## src/rtl/pipeline_hazard_controller.sv

```systemverilog
// Purpose : stall/flush sequencer for load-use, taken-branch and multi-cycle mul/div hazards.
// Latency : control outputs are combinational from inputs and state (same-cycle action).
// Backpressure: holds PC/IF/ID/ID/EX for load-use (1 cycle) and mul/div (MULDIV_LATENCY-1 cycles).
//
// Ports:
//   clk, reset              clock (rising edge), asynchronous active-high reset
//   id_* / ex_*             hazard sources from the ID and EX stages
//   pc_write, *_write       pipeline register enables
//   *_flush                 pipeline register bubble/NOP inserts
//   muldiv_busy             mul/div occupancy in progress
//   muldiv_result_valid     final mul/div cycle, EX result may be latched
//   stall_cycles            saturating count of cycles with pc_write=0
//   flush_events            saturating count of cycles with if_id_flush=1
module pipeline_hazard_controller #(
   parameter int unsigned MULDIV_LATENCY = 4,   // legal 2..16
   parameter int unsigned CNT_WIDTH      = 32
) (
   input  logic                 clk,
   input  logic                 reset,
   input  logic [4:0]           id_rs1_addr,
   input  logic [4:0]           id_rs2_addr,
   input  logic                 id_uses_rs1,
   input  logic                 id_uses_rs2,
   input  logic [4:0]           ex_rd_addr,
   input  logic                 ex_mem_read,
   input  logic                 ex_branch_taken,
   input  logic                 ex_muldiv_valid,
   output logic                 pc_write,
   output logic                 if_id_write,
   output logic                 if_id_flush,
   output logic                 id_ex_write,
   output logic                 id_ex_flush,
   output logic                 ex_mem_flush,
   output logic                 muldiv_busy,
   output logic                 muldiv_result_valid,
   output logic [CNT_WIDTH-1:0] stall_cycles,
   output logic [CNT_WIDTH-1:0] flush_events
);

   typedef enum logic {
      S_IDLE = 1'b0,
      S_BUSY = 1'b1
   } state_t;

   // The first mul/div cycle is spent in IDLE, the last one at cnt==0,
   // so BUSY is entered with LATENCY-2 cycles still to hold.
   localparam logic [3:0] CNT_LOAD = 4'(MULDIV_LATENCY - 2);
   localparam logic [CNT_WIDTH-1:0] CNT_ONE = {{(CNT_WIDTH-1){1'b0}}, 1'b1};

   state_t     state, state_nxt;
   logic [3:0] cnt, cnt_nxt;
   logic       load_use;

   // x0 is hard-wired zero, so a load targeting it never creates a hazard.
   assign load_use = ex_mem_read && (ex_rd_addr != 5'd0) &&
                     ((id_uses_rs1 && (id_rs1_addr == ex_rd_addr)) ||
                      (id_uses_rs2 && (id_rs2_addr == ex_rd_addr)));

   always_ff @(posedge clk or posedge reset) begin
      if (reset) begin
         state <= S_IDLE;
         cnt   <= 4'd0;
      end else begin
         state <= state_nxt;
         cnt   <= cnt_nxt;
      end
   end

   always_comb begin
      state_nxt           = state;
      cnt_nxt             = cnt;
      pc_write            = 1'b1;
      if_id_write         = 1'b1;
      if_id_flush         = 1'b0;
      id_ex_write         = 1'b1;
      id_ex_flush         = 1'b0;
      ex_mem_flush        = 1'b0;
      muldiv_busy         = 1'b0;
      muldiv_result_valid = 1'b0;

      // Reset forces the idle output values irrespective of the inputs.
      if (!reset) begin
         case (state)
            S_IDLE: begin
               if (ex_branch_taken) begin
                  // Branch wins over a concurrent mul/div (decode keeps them exclusive).
                  if_id_flush = 1'b1;
                  id_ex_flush = 1'b1;
               end else if (ex_muldiv_valid) begin
                  pc_write     = 1'b0;
                  if_id_write  = 1'b0;
                  id_ex_write  = 1'b0;
                  ex_mem_flush = 1'b1;
                  state_nxt    = S_BUSY;
                  cnt_nxt      = CNT_LOAD;
               end else if (load_use) begin
                  // The load moves on to MEM, so one bubble resolves it.
                  pc_write    = 1'b0;
                  if_id_write = 1'b0;
                  id_ex_flush = 1'b1;
               end
            end
            S_BUSY: begin
               muldiv_busy = 1'b1;
               if (cnt != 4'd0) begin
                  pc_write     = 1'b0;
                  if_id_write  = 1'b0;
                  id_ex_write  = 1'b0;
                  ex_mem_flush = 1'b1;
                  cnt_nxt      = cnt - 4'd1;
               end else begin
                  muldiv_result_valid = 1'b1;
                  state_nxt           = S_IDLE;
               end
            end
            default: begin
               state_nxt = S_IDLE;
               cnt_nxt   = 4'd0;
            end
         endcase
      end
   end

   // Performance counters saturate at all-ones.
   always_ff @(posedge clk or posedge reset) begin
      if (reset) begin
         stall_cycles <= '0;
         flush_events <= '0;
      end else begin
         if (!pc_write && (stall_cycles != '1))
            stall_cycles <= stall_cycles + CNT_ONE;
         if (if_id_flush && (flush_events != '1))
            flush_events <= flush_events + CNT_ONE;
      end
   end

endmodule

```

## config.mk

```make
export PLATFORM = sky130hd
export DESIGN_NAME = pipeline_hazard_controller
export DESIGN_NICKNAME = d
export VERILOG_FILES = /design/src/rtl/pipeline_hazard_controller.sv
export SDC_FILE = /design/constraint.sdc
export NUM_CORES = 1
export LEC_CHECK = 0
export CAP_MARGIN = 15
export CORE_UTILIZATION = 52
export DETAILED_ROUTE_END_ITERATION = 6
export GPL_ROUTABILITY_DRIVEN = 0
export PLACE_DENSITY = 0.95
export SYNTH_ARGS = -nofsm -noshare
export SYNTH_HDL_FRONTEND = slang
export SYNTH_SLANG_ARGS = --single-unit
```

## constraint.sdc

```tcl
create_clock -name clk -period 5.7 [get_ports clk]
set_clock_uncertainty 0.15 [all_clocks]
set_input_delay 1.14 -clock clk [delete_from_list [all_inputs] [get_ports clk]]
set_output_delay 1.14 -clock clk [all_outputs]
set_load 0.1 [all_outputs]
```

==> run metrics, run 1 <==
n_diodes=0; Placement Cell Area=4540 um2; Slew Limit Fails=0; global-route wire length before repair=14.0 mm; PwrDens=331 nW/um2; hold_buf cts=0; number of buffers created by CTS=9; synthesis-stage register bit count=69; DR vias=2,949; distinct cell type count after synthesis=41; # Post-CTS Setup Buffers=0; Worst-Margin Slew=1.01 ns; Routed Antenna Nets=0; Die W=83.5 um; Post-Layout Inst Area=4720 um2; max cap viols=0; core area=6390 um2; I/O Buffers=93; CP startpoint kind=input port; largest net degree at the start of global routing=39; total negative setup slack=0 ns; Min-Delay Path Class=reg2reg; Total Power=0.00156 W; Iter 0 DRT Violations=114; final global-route overflow total=0; final wirelength=8.44 mm; Layout Area Growth over Synthesis=36.6%; Top Family by Delay on Critical Path=simple AND/OR/NAND/NOR gates; fin nets=464; crit path time final=4.43 ns; hpwl dp=6.31 mm; H-Tree Depth=3; Vias per Instance=5.68; vias in the first global route=3,013; WL per Instance=16.3 um; share of layout cells above drive strength 1=7.92%; DRC Markers=0; relative slew slack=32.4%; fmax=226 MHz; Primary FF master, synth=dfrtp_1; CP endpoint kind=output port; Mapped Nets=362; clock latency on the worst-skew pair=0.34 ns; CP cell instances=clkdlybuf4s50_1 > or4_1 > o21ai_0 > a21oi_1 > nand2_1 > buf_12; TritonRoute pass-1 iters=4; Ys Warns=0; Final Setup Violations=0; FFs w/ async S/R, synth=100%; CTS tree=yes; Clock Pin Slew Worst Setup and Hold Paths=0.07 ns; period utilization=77.7%; Post-Synthesis Cells=336; die span in y=83.5 um; # IOs=94; CP Data Required Time=4.41 ns; run status=finished, final reports clean; Buf+Inv Stages, Crit Path=2; slowest CP cell=or4_1; Worst Setup Path Type=in2out; syn_area_per_cell=10.3 um2; Initial Utilization=54.1%; cell area after synthesis=3460 um2; die area=6980 um2; FP Rows=29; DP Cell Count=503; CP max stage delay=0.54 ns; Lkg Pwr=2.05 nW; post-CTS resize count=0; EDFF count, synth=0; RSZ-0062 raised after global routing=no; top fanout value on the critical path=5; post-route insts no fill=519; sequential area share after synthesis=50.0%; initial antenna violation count=0; R2R setup slack=3.03 ns; Total GRT Usage=25.7%; root buf cell=clkbuf_8; Final Hold Viols=0; CTS Sinks=69; worst vdd ir=0.463 mV; CP arrival=3.14 ns; clock buffer depth=2
## routing by layer
| metal | up-vias | track usage [%] | share of wire [%] | wire (um) |
|---|---|---|---|---|
| li1 | 1382 | - | - | - |
| met1 | 1461 | 28.1 | 39 | 3300 |
| met2 | 94 | 46.8 | 53 | 4500 |
| met3 | 12 | 6.92 | 6.0 | 506 |
| met4 | 0 | 10.6 | 1.6 | 138 |
| met5 | - | 0 | 0 | 0 |
## per-stage QoR
stage	setup slack, ns	util, %	hold slack (ns)
after floorplan	0.144	-	0.358
after global placement	1.34	71.0	0.325
after detailed placement	1.23	71.0	0.345
after CTS	1.27	73.8	0.352
after global routing	1.11	73.9	0.362
final	1.27	73.9	0.347
## power by group
group	switching, W	internal (W)	total, W
logic	0.000419	0.000162	0.000581
registers	0.0000641	0.000538	0.000603
clock network	0.000184	0.000196	0.000379
## cell type report
class,count,area (um2)
sequential,69,1730
fill,435,1670
multi-input combinational,247,1650
timing repair buffer,96,1010
clock buffer,9,124
tap,77,96.3
inverter,15,60.1
clock inverter,6,55.1
## cell families (layout without fill, tap and decap cells)
group	Yosys count	in the layout	share of synthesized area [%]
AO/OA/AOI/OAI	17	17	3.26
XOR/XNOR	68	68	17.2
adder cells (fa/ha/maj)	4	4	1.45
buffers and inverters	20	126	2.50
flip-flops	69	69	50.0
multiplexers	3	3	0.941
AND/OR/NAND/NOR	155	155	24.7
## worst reg2reg max path, delay by kind of cell, from the launching register on
kind,cells,cell delay (ns)
buffers and inverters,2,0.35
xor gates and xnor gates,1,0.18
DFF,1,0.46
and+or+nand+nor,5,1.45
## path summary, 6_finish.rpt
path                                                   from                      endpoint  cells past startpoint
worst max register to register            state$_DFFE_PP0N_  flush_events[27]$_DFFE_PP0P_                      8
min in group asynchronous                             reset             state$_DFFE_PP0N_                      3
worst max-delay path                          ex_rd_addr[1]                   if_id_write                      6
max in group asynchronous                             reset  flush_events[13]$_DFFE_PP0P_                      3
worst min-delay path            flush_events[8]$_DFFE_PP0P_   flush_events[8]$_DFFE_PP0P_                      1
worst min register to register  flush_events[8]$_DFFE_PP0P_   flush_events[8]$_DFFE_PP0P_                      1
## flip-flops by register name, summed over array words and instances (netlist names)
| register | cells |
|---|---|
| stall_cycles | 32 |
| state | 1 |
| cnt | 4 |
| flush_events | 32 |
## cells in the final DEF (no fill, tap or decap), types with 6 or more instances in the layout
cell type        instances
buf_12                   6
xnor2_1                 47
inv_1                   14
xor2_1                  21
and3_1                  17
nor3_1                  11
and2_1                   6
clkbuf_8                 9
nor2_1                  18
clkdlybuf4s50_1         86
nand3_1                 21
dfrtp_1                 69
nor4_1                   6
nand2_1                 29
nand4_1                 27
## synth_stat cells, types with 2 or more instances
| library cell | instances | share of area, % |
|---|---|---|
| o21ai_0 | 3 | 0.43 |
| nand4_2 | 2 | 0.72 |
| nor4_1 | 6 | 1.1 |
| xnor2_1 | 47 | 12 |
| xor2_1 | 21 | 5.3 |
| or3_1 | 2 | 0.36 |
| dfrtp_1 | 69 | 50 |
| a21oi_1 | 5 | 0.72 |
| and4_1 | 2 | 0.51 |
| nor3_1 | 11 | 1.6 |
| nor2b_1 | 4 | 0.72 |
| ha_1 | 4 | 1.4 |
| mux2_2 | 2 | 0.65 |
| inv_1 | 15 | 1.6 |
| and3_1 | 17 | 3.1 |
| a31oi_1 | 2 | 0.36 |
| and2_1 | 6 | 1.1 |
| nand4_1 | 27 | 4.9 |
| and2_0 | 2 | 0.36 |
| or4_4 | 2 | 0.65 |
| nand2_1 | 29 | 3.1 |
| nand3_1 | 21 | 3.0 |
| clkbuf_1 | 2 | 0.22 |
| nor2_1 | 18 | 2.0 |
Power figures use the tool's default switching activity.
==> run 2, diff against run 1 <==
--- a/config.mk
+++ b/config.mk
@@ -6,10 +6,10 @@
 export NUM_CORES = 1
 export LEC_CHECK = 0
 export CAP_MARGIN = 15
-export CORE_UTILIZATION = 52
+export CORE_UTILIZATION = 44
 export DETAILED_ROUTE_END_ITERATION = 6
 export GPL_ROUTABILITY_DRIVEN = 0
-export PLACE_DENSITY = 0.95
+export PLACE_DENSITY = 0.87
 export SYNTH_ARGS = -nofsm -noshare
 export SYNTH_HDL_FRONTEND = slang
 export SYNTH_SLANG_ARGS = --single-unit
==> constraint.sdc (replaced) <==
create_clock -name clk -period 3.99 [get_ports clk]
set_clock_uncertainty 0.15 [all_clocks]
set_input_delay 0.798 -clock clk [delete_from_list [all_inputs] [get_ports clk]]
set_output_delay 0.798 -clock clk [all_outputs]
set_load 0.1 [all_outputs]
==> run metrics, run 2 (synthesized netlist as in run 1, its figures left out) <==
I/O Buffers=93 (unchanged); commonest non-fill, non-tap cell in the layout=clkdlybuf4s50_1 (unchanged); period utilization=92.3%; # IOs=94 (unchanged); PwrDens=490 nW/um2 (was 331 nW/um2); Lkg Pwr=2.09 nW (was 2.05 nW); worst vdd ir=0.738 mV (was 0.463 mV); Total GRT Usage=20.0% (was 25.7%); Reg2Reg Depth=7 (was 8); Final Hold Viols=0 (unchanged); FP Rows=31 (was 29); hold path endpoint=flush_events[8]$_DFFE_PP0P_ (unchanged); hold_buf cts=0 (unchanged); core area=7410 um2 (was 6390 um2); Vias per Instance=5.35 (was 5.68); Post-Layout Inst Area=4850 um2 (was 4720 um2); final global-route overflow total=0 (unchanged); Worst-Margin Slew=1.00 ns (was 1.01 ns); hpwl dp=5.94 mm (was 6.31 mm); H-Tree Depth=3 (unchanged); DR vias=2,912 (was 2,949); post-route insts no fill=544 (was 519); top fanout value on the critical path=5 (unchanged); run status=finished, final reports clean (unchanged); WL per Instance=14.6 um (was 16.3 um); largest net degree at the start of global routing=36 (was 39); crit path time final=3.68 ns; Clock Pin Slew Worst Setup and Hold Paths=0.07 ns (about the same); R2R setup slack=1.43 ns (was 3.03 ns); CP startpoint kind=input port (unchanged); die area=8210 um2 (was 6980 um2); max cap viols=0 (unchanged); top flop regs=flush_events (32), stall_cycles (32), cnt (4) (unchanged); number of buffers created by CTS=9 (unchanged); Hold Path Stages=1 (unchanged); Layout Area Growth over Synthesis=40.4% (was 36.6%); CP Data Required Time=3.04 ns (was 4.41 ns); HP Start=flush_events[8]$_DFFE_PP0P_ (unchanged); Final Setup Violations=0 (unchanged); post-CTS resize count=0 (unchanged); CTS tree=yes (unchanged); CP endpoint kind=output port (unchanged); vias in the first global route=2,766 (was 3,013); final wirelength=7.97 mm (was 8.44 mm); RSZ-0062 raised after global routing=no (unchanged); initial antenna violation count=0 (unchanged); Routed Antenna Nets=0 (unchanged); root buf cell=clkbuf_8 (unchanged); DP Cell Count=528 (was 503); DRC Markers=0 (unchanged); global-route wire length before repair=13.1 mm (was 14.0 mm); die span in y=90.6 um (was 83.5 um); total negative setup slack=0 ns (unchanged); CTS Sinks=69 (unchanged); # Post-CTS Setup Buffers=0 (unchanged); Die W=90.6 um (was 83.5 um); reg2reg start=cnt[0]$_DFFE_PP0P_ (was state$_DFFE_PP0N_); TritonRoute pass-1 iters=4 (unchanged); relative slew slack=32.8% (was 32.4%); clock latency on the worst-skew pair=0.34 ns (about the same); Placement Cell Area=4600 um2 (was 4540 um2); Iter 0 DRT Violations=86 (was 114); CP arrival=2.73 ns (was 3.14 ns); clock buffer depth=2 (unchanged); fmax=272 MHz; n_diodes=0 (unchanged); fin nets=466 (was 464); Worst Setup Path Type=in2out (unchanged); reg2reg end=stall_cycles[1]$_DFFE_PP0P_ (was flush_events[27]$_DFFE_PP0P_); Total Power=0.00238 W (was 0.00156 W); Initial Utilization=46.6% (was 54.1%); leading cell types in the layout, fill and taps excluded=85 x clkdlybuf4s50_1, 69 x dfrtp_1, 47 x xnor2_1, 28 x nand2_1, 27 x nand4_1 (was 86 x clkdlybuf4s50_1, 69 x dfrtp_1, 47 x xnor2_1, 29 x nand2_1, 27 x nand4_1); Slew Limit Fails=0 (unchanged); Min-Delay Path Class=reg2reg (unchanged); Post-Route Utilization=65.5% (was 73.9%); share of layout cells above drive strength 1=9.66% (was 7.92%)
-- run 2: cell count changes in the layout (fill, tap and decap cells not counted), sizes merged --
cell,previous run,this run
inv,14,13
bufinv,1,3
buf,9,13
clkdlybuf4s50,86,85
clkinv,5,1
clkinvlp,1,4
-- run 2: critical path, stage by stage --
cell	delay, ns
clkdlybuf4s50_1	0.48
or4_1	0.55
o21ai_0	0.33
a21oi_1	0.19
nand2_2	0.18
buf_12	0.20
-- run 2: worst max-delay path by stage --
stage | startpoint | end | slack (ns) | cells past startpoint
floorplan | reset | ex_mem_flush | -0.88 | 3
global placement | ex_rd_addr[1] | if_id_write | 0.52 | 6
detailed placement | ex_rd_addr[1] | pc_write | 0.31 | 6
CTS | ex_rd_addr[1] | pc_write | 0.30 | 6
global route | ex_rd_addr[1] | pc_write | 0.18 | 6
finish | ex_rd_addr[1] | pc_write | 0.31 | 6
-- run 2: per-stage QoR --
stage	hold slack, ns	setup WS, ns
after floorplan	0.358	-0.882
after global placement	0.327	0.521
after detailed placement	0.337	0.313
after CTS	0.348	0.304
after global routing	0.371	0.182
final	0.344	0.308
-- run 2: area by class of cell --
type	count	area (um2)
inverter	15	63.8
sequential	69	1730
tap	99	124
multi-input combinational	247	1670
clock inverter	6	110
fill	569	2560
timing repair buffer	98	1020
clock buffer	10	138
-- run 2: power by group --
part           internal (W)  switching [W]
Clock              0.000431       0.000260
Combinational      0.000232       0.000596
Sequential         0.000769      0.0000899
-- run 2: routing by layer --
metal	track usage [%]	vias to the layer above	share of wire (%)
met5	0	-	0
met4	5.51	0	1.3
met3	6.73	13	6.6
met2	34.2	98	49
met1	24.0	1410	43
li1	-	1391	-
==> run 3, diff against run 2 <==
--- a/config.mk
+++ b/config.mk
@@ -5,11 +5,12 @@
 export SDC_FILE = /design/constraint.sdc
 export NUM_CORES = 1
 export LEC_CHECK = 0
+export ABC_AREA = 1
 export CAP_MARGIN = 15
-export CORE_UTILIZATION = 44
+export CORE_UTILIZATION = 48
 export DETAILED_ROUTE_END_ITERATION = 6
 export GPL_ROUTABILITY_DRIVEN = 0
-export PLACE_DENSITY = 0.87
+export PLACE_DENSITY = 0.88
 export SYNTH_ARGS = -nofsm -noshare
 export SYNTH_HDL_FRONTEND = slang
 export SYNTH_SLANG_ARGS = --single-unit
==> run metrics, run 3 <==
clock buffer depth=2 (unchanged); final wirelength=12.2 mm (was 7.97 mm); largest family of logic cells by synthesized area=simple AND/OR/NAND/NOR gates (unchanged); I/O Buffers=93 (unchanged); distinct cell type count after synthesis=27 (was 41); area leader, netlist=dfrtp_1 (unchanged); Mapped Nets=724 (was 362); Post-Route Utilization=63.9% (was 65.5%); syn_area_per_cell=6.78 um2 (was 10.3 um2); sequential area share after synthesis=36.5% (was 50.0%); commonest non-fill, non-tap cell in the layout=nand2_1 (was clkdlybuf4s50_1); worst hold margin=0.383 ns (was 0.344 ns); FP Rows=35 (was 31); Initial Utilization=50.3% (was 46.6%); core area=9420 um2 (was 7410 um2); synthesis-stage register bit count=69 (unchanged); run status=finished, final reports clean (unchanged); hold_buf cts=0 (unchanged); cell area after synthesis=4730 um2 (was 3460 um2); relative slew slack=33.8% (was 32.8%); Critical Path Start=ex_rd_addr[4] (was ex_rd_addr[1]); crit path time final=3.21 ns (was 3.68 ns); Final Hold Viols=0 (unchanged); number of buffers created by CTS=9 (unchanged); # Post-CTS Setup Buffers=0 (unchanged); synth top area cells=dfrtp_1 36%, nand2_1 24%, nor2_1 7.8%, xor2_1 6.3%, nand4_1 4.8% (was dfrtp_1 50%, xnor2_1 12%, xor2_1 5.3%, nand4_1 4.9%, nand2_1 3.1%); global-route wire length before repair=20.7 mm (was 13.1 mm); PwrDens=453 nW/um2 (was 490 nW/um2); Total GRT Usage=25.5% (was 20.0%); post-CTS resize count=0 (unchanged); top fanout value on the critical path=4 (was 5); CTS tree=yes (unchanged); fmax=312 MHz (was 272 MHz); DR vias=4,835 (was 2,912); hpwl dp=8.77 mm (was 5.94 mm); Iter 0 DRT Violations=372 (was 86); fin nets=814 (was 466); Layout Area Growth over Synthesis=27.0% (was 40.4%); Post-Synthesis Cells=698 (was 336); CTS Sinks=69 (unchanged); HP Start=flush_events[28]$_DFFE_PP0P_ (was flush_events[8]$_DFFE_PP0P_); Ys Warns=0 (unchanged); worst setup margin=0.785 ns (was 0.308 ns); Top Family by Delay on Critical Path=buffers and inverters (was simple AND/OR/NAND/NOR gates); area of the multi-input gates=2710 um2 (was 1670 um2); Primary FF master, synth=dfrtp_1 (unchanged); Worst-Margin Slew=0.990 ns (was 1.00 ns); share of layout cells above drive strength 1=7.44% (was 9.66%); Synth Area in Simple Gates=46.5% (was 24.7%); TritonRoute pass-1 iters=5 (was 4); CP max stage delay=0.52 ns (was 0.55 ns); post-synthesis compound-gate area fraction=1.72% (was 3.26%); CP Data Required Time=3.04 ns (about the same); H-Tree Depth=3 (unchanged); n_diodes=0 (unchanged); Slew Limit Fails=0 (unchanged); CP arrival=2.26 ns (was 2.73 ns); Worst Setup Path Type=in2out (unchanged); initial antenna violation count=0 (unchanged); period utilization=80.3% (was 92.3%); slowest CP cell=clkdlybuf4s50_1 (was or4_1); worst vdd ir=0.392 mV (was 0.738 mV); WL per Instance=13.2 um (was 14.6 um); Final Setup Violations=0 (unchanged); CP startpoint kind=input port (unchanged); final global-route overflow total=0 (unchanged); XOR/XNOR share of the synthesized area=7.96% (was 17.2%); vias in the first global route=4,458 (was 2,766); Setup WS pre-CTS=0.632 ns (was 0.313 ns); max cap viols=0 (unchanged); reg2reg start=stall_cycles[0]$_DFFE_PP0P_ (was cnt[0]$_DFFE_PP0P_); Clock Pin Slew Worst Setup and Hold Paths=0.09 ns (was 0.07 ns); adder-cell share of the synthesized area=1.06% (was 1.45%); # IOs=94 (unchanged); mux cell area share after synthesis=0% (was 0.941%); root buf cell=clkbuf_8 (unchanged); Filler cells=833 (was 569); DRC Markers=0 (unchanged); Total Power=0.00272 W (was 0.00238 W); CP endpoint kind=output port (unchanged); Lkg Pwr=2.78 nW (was 2.09 nW); total negative setup slack=0 ns (unchanged); FFs w/ async S/R, synth=100% (unchanged); share of the synthesized area in the top cell type=36.5% (was 50.0%); count leader, synth=nand2_1 (was dfrtp_1); CP cell instances=clkdlybuf4s50_1 > inv_1 > nand2_1 > nand2_1 > nor2_1 > nand3_1 > nand2_1 > nand2_1 > o22ai_1 > buf_12 (was clkdlybuf4s50_1 > or4_1 > o21ai_0 > a21oi_1 > nand2_2 > buf_12); crit-path most repeated cell=nand2_1; RSZ-0062 raised after global routing=no (unchanged); EDFF count, synth=0 (unchanged); die area=10,300 um2 (was 8210 um2); Commonest cells post-synth=301 x nand2_1, 98 x nor2_1, 69 x dfrtp_1 (was 69 x dfrtp_1, 47 x xnor2_1, 29 x nand2_1); leading cell types in the layout, fill and taps excluded=300 x nand2_1, 98 x nor2_1, 85 x clkdlybuf4s50_1, 69 x dfrtp_1, 44 x inv_1 (was 85 x clkdlybuf4s50_1, 69 x dfrtp_1, 47 x xnor2_1, 28 x nand2_1, 27 x nand4_1); Routed Antenna Nets=0 (unchanged); largest net degree at the start of global routing=71 (was 36); Vias per Instance=5.24 (was 5.35); Buf+Inv Stages, Crit Path=3 (was 2); die span in y=101 um (was 90.6 um); storage element area=1730 um2 (unchanged); clock latency on the worst-skew pair=0.35 ns (was 0.34 ns); Min-Delay Path Class=reg2reg (unchanged); top flop regs=flush_events (32), stall_cycles (32), cnt (4) (unchanged); Die W=101 um (was 90.6 um)
[run 3: cell types whose count changed after synthesis, moves of 7 or more]
cell	previous run	this run
nand3_1	21	14
xnor2_1	47	9
buf_2	0	8
nand2_2	0	7
inv_1	15	44
nor2_2	0	7
nor2_1	18	98
xor2_1	21	34
nand4_1	27	36
nand2_1	29	301
and3_1	17	0
nand3b_1	0	17
nor2_4	0	8
[run 3: where the power goes]
group / internal [W] / switching [W] / leakage, nW
sequential: 0.000786 / 0.000112 / 0.940
combinational: 0.000280 / 0.000887 / 1.72
clock: 0.000373 / 0.000284 / 0.113
[run 3: routing by layer]
metal / global-route usage, % / share of wire (%)
met4: 9.48 / 2.6
met2: 42.2 / 48
met1: 32.8 / 42
met3: 5.45 / 7.1
met5: 0 / 0
[run 3: kinds of logic (layout without fill, tap and decap cells)]
family,count (synthesis),in the layout
xor+xnor,43,43
simple gates,502,502
buf+inv,65,160
fa+ha+maj,4,4
flops,69,69
compound gates,15,15
[run 3: path summary, 6_finish.rpt]
path	to	slack, ns	depth (start not counted)
max	id_ex_flush	0.78	10
min	flush_events[28]$_DFFE_PP0P_	0.38	2
max reg2reg	stall_cycles[19]$_DFFE_PP0P_	1.13	9
min reg2reg	flush_events[28]$_DFFE_PP0P_	0.38	2
max in group asynchronous	stall_cycles[2]$_DFFE_PP0P_	2.05	3
min in group asynchronous	flush_events[24]$_DFFE_PP0P_	1.09	3
[run 3: worst min-delay path: cells and delay by family, from the launching register on]
kind             cells  cell delay, ns
AND/OR/NAND/NOR      2            0.12
flip-flops           1            0.38
[run 3: cell type report]
| cell class | instances | share of cell area (%) |
|---|---|---|
| repair buffers | 96 | 16.6 |
| inverters | 48 | 3.04 |
| clock inverters | 6 | 1.56 |
| multi-input cells | 564 | 45.1 |
| clock buffers | 10 | 2.29 |
| flip-flops and latches | 69 | 28.7 |
| well taps | 129 | 2.68 |
[run 3: stage by stage]
step           std cells  instance area (um2)
3_3_place_gp         906                 5780
2_1_floorplan        698                 4740
5_1_grt              922                 6010
3_5_place_dp         906                 5780
4_1_cts              922                 6010
6_report             922                 6010
